<file path="config.mk">
export PLATFORM = sky130hd
export DESIGN_NAME = clk_divider
export DESIGN_NICKNAME = d
export VERILOG_FILES = /design/src/rtl/clk_divider.sv
export SDC_FILE = /design/constraint.sdc
export NUM_CORES = 1
export LEC_CHECK = 0
export CORE_UTILIZATION = 43
export CTS_BUF_LIST = sky130_fd_sc_hd__clkbuf_16
export DETAILED_ROUTE_END_ITERATION = 6
export PLACE_DENSITY = 0.74
export SETUP_SLACK_MARGIN = 0.1
export SYNTH_ARGS = -nofsm -noshare
export SYNTH_HDL_FRONTEND = slang
export SYNTH_SLANG_ARGS = --single-unit
</file>
<file path="constraint.sdc">
create_clock -name clk -period 1.7 [get_ports clk]
set_input_delay 0.34 -clock clk [delete_from_list [all_inputs] [get_ports clk]]
set_output_delay 0.34 -clock clk [all_outputs]
set_load 0.02 [all_outputs]
</file>
<file path="src/rtl/clk_divider.sv">
// rtl/clk_divider.sv - divides clk into a 50% duty square wave with a toggle strobe and live count
module clk_divider #(
    parameter int COUNTER_NUM = 100000,
    parameter int CNT_W       = (COUNTER_NUM > 1) ? $clog2(COUNTER_NUM) : 1
) (
    input  logic             clk,
    input  logic             rst,
    output logic             invert,
    output logic             tick,
    output logic [CNT_W-1:0] count
);

    generate
        if (COUNTER_NUM < 1) begin : g_bad_counter_num
            $error("clk_divider: COUNTER_NUM must be >= 1");
        end
    endgenerate

    localparam logic [CNT_W-1:0] LAST = CNT_W'(COUNTER_NUM - 1);

    // The wrap edge both toggles invert and raises tick, so tick marks every
    // invert transition and the count never passes LAST.
    always_ff @(posedge clk or posedge rst) begin
        if (rst) begin
            count  <= '0;
            invert <= 1'b0;
            tick   <= 1'b0;
        end else if (count == LAST) begin
            count  <= '0;
            invert <= ~invert;
            tick   <= 1'b1;
        end else begin
            count  <= count + CNT_W'(1);
            tick   <= 1'b0;
        end
    end

endmodule

</file>
==> impl_metrics.toml <==
[sta]
setup_violations = 0
hold_viol_final = 0
holdWs_ns = 0.421
min_period_ns = 1.63
max_freq_mhz = 615
finalMaxSlewViolations = 0
relSlewSlack_pct = 80.0
rsz0062_at_grt = "true"
clock_skew_ns = 0.00196
fin_crit_sh_pct = 95.7
worst_slew_pin_slew_ns = 0.298
fin_tns_setup_ns = 0

[layout]
register_area_um2 = 484
area_growth_pct = 52.9
multiInputGateArea_um2 = 422
layout_commonest_cell = "buf_4"
instances_no_fill = 144
final_nets = 123
drive_gt1_share_pct = 30.3
fillers = 139
final_cell_mix = "17 x buf_4, 16 x dlygate4sd2_1, 13 x nor2_1, 12 x dfrtp_1"
final_util_pct = 73.5
antenna_cells = 0

[clocking]
htreeDepth = 1
clockBufferDepth = 2
numCtsBuffers = 3
cts_tree = "done"
clock_sinks = 19
cts_hold_buf = 0
cts_root_buffer = "clkbuf_16"
clock_latency_ns = 0.25
cts.clk_slew.worst_paths_ns = 0.05

[setup_path]
end_kind = "flop"
crit_fanout = 5
worstPathRequired_ns = 1.86
arrival_ns = 1.79
criticalPathCategory = "flop to flop"
cp-start-kind = "flop"

[power]
ir_drop_mv = 0.554
leakage_nw = 0.703
power_density_nw_per_um2 = 699
power_uw = 935

[synth]
ys.warnings.count = 0
async_flop_share_pct = 100
synth_seq_cells = 19
syn-cell-area_um2 = 875
ys_seq_area_share_pct = 54.4
ys_types = 23
synth_area_per_cell_um2 = 11.2
synthCells = 78
synth.top_cells.by_area = "dfrtp_1 54%, xnor2_1 7.0%, xor2_1 7.0%"
synth_ff_type = "dfrtp_1"
netlist.area_leader.share_pct = 54.4
synth_edf_count = 0
syn-num-nets = 81
synth_largest_area_cell = "dfrtp_1"

[placement]
port_buffers = 20
dp_hpwl_um = 1430
gp_congestion = 0.808
dp.cells = 136

[detailed_routing]
drt-total-wl_um = 2080
final_antenna_net_count = 0
wire_per_inst_um = 14.5
drtIter0Drc = 7
routed_via_density = 5.10
drc = 0
first_pass_iters = 4
route.vias.total = 735

[run_status]
outcome = "finished, final reports clean"

[floorplan]
die_w_um = 47.1
core_um2 = 1820
start_util_pct = 48.0
die_height_um = 47.1
boundaryPins = 21
die_area_um2 = 2220
rows = 15

[global_routing]
grt_pass1_wl_um = 3500
grt_max_degree = 20
overflow = 0
antenna_found_initial = 0
grt_use_total_pct = 23.3
grt_pass1_vias = 750

[run]
cap_violations = 0

[hold_path]
hold_class = "primary input to async pin"
what timing repair did:
| item | 4_1_cts | 5_1_grt |
|---|---|---|
| pin swaps | 1 | 3 |
| resized for setup | 16 | 3 |
| setup buffers | 1 | 3 |
| setup endpoints to repair | 22 | 10 |
final timing paths:
check,from,end,slack [ns],cells past startpoint
min in group clk,invert$_DFFE_PP0N_,invert$_DFFE_PP0N_,0.48,1
setup reg to reg,count[12]$_DFF_PP0_,invert$_DFFE_PP0N_,0.07,4
setup / recovery,count[12]$_DFF_PP0_,invert$_DFFE_PP0N_,0.07,4
max in group asynchronous,rst,count[1]$_DFF_PP0_,1.06,3
hold / removal,rst,count[8]$_DFF_PP0_,0.42,3
hold reg to reg,invert$_DFFE_PP0N_,invert$_DFFE_PP0N_,0.48,1
report_power, final:
| part | switching, mW | total, mW | internal (mW) |
|---|---|---|---|
| logic | 0.00890 | 0.0126 | 0.00370 |
| clock network | 0.158 | 0.470 | 0.312 |
| registers | 0 | 0.453 | 0.453 |
| total | 0.166 | 0.935 | 0.769 |
logic make-up after synthesis:
kind of cell	synth area share, %
and+or+nand+nor	25.8
buffers and inverters	1.29
AOI/OAI and AO/OA	2.00
muxes	1.14
DFF	54.4
xor gates and xnor gates	14.0
adders and majority gates	1.43
synthesized netlist by cell type, types with 2 or more instances:
library cell,count
nand3_1,4
nand2_1,4
nor2_1,13
nor3_1,2
xor2_1,7
dfrtp_1,19
xnor2_1,7
nand4_1,5
inv_1,3
through the flow:
step,cell area [um2],worst slack (ns)
after floorplan,908,0.0913
after global placement,1240,0.110
after detailed placement,1240,0.0791
after CTS,1300,0.0667
after global routing,1340,0.0136
final,1340,0.0738
sequential cells by signal, summed over array words and instances (netlist names):
| register | cells |
|---|---|
| invert | 1 |
| tick | 1 |
| count | 17 |
final cells by class:
| type | count | share of cell area [%] |
|---|---|---|
| Tap cell | 25 | 2.34 |
| Timing Repair Buffer | 37 | 23.2 |
| Multi-Input combinational cell | 56 | 31.5 |
| Sequential cell | 19 | 36.2 |
| Clock buffer | 3 | 5.61 |
| Clock inverter | 1 | 0.281 |
| Inverter | 3 | 0.842 |
routing by layer:
metal  vias up  part of all wire (%)  GRT usage, %
met2        17                    52          38.6
met3         4                   3.5          4.62
met1       361                    43          30.0
li1        353                     -             -
met5         -                     0             0
met4         0                   1.2          9.71
critical path: stages, from the launching register on:
cell and delay [ns]:
dfrtp_2 0.42, or4b_4 0.57, nor3_4 0.22, buf_4 0.17, xor2_1 0.16
Power figures use the tool's default switching activity.
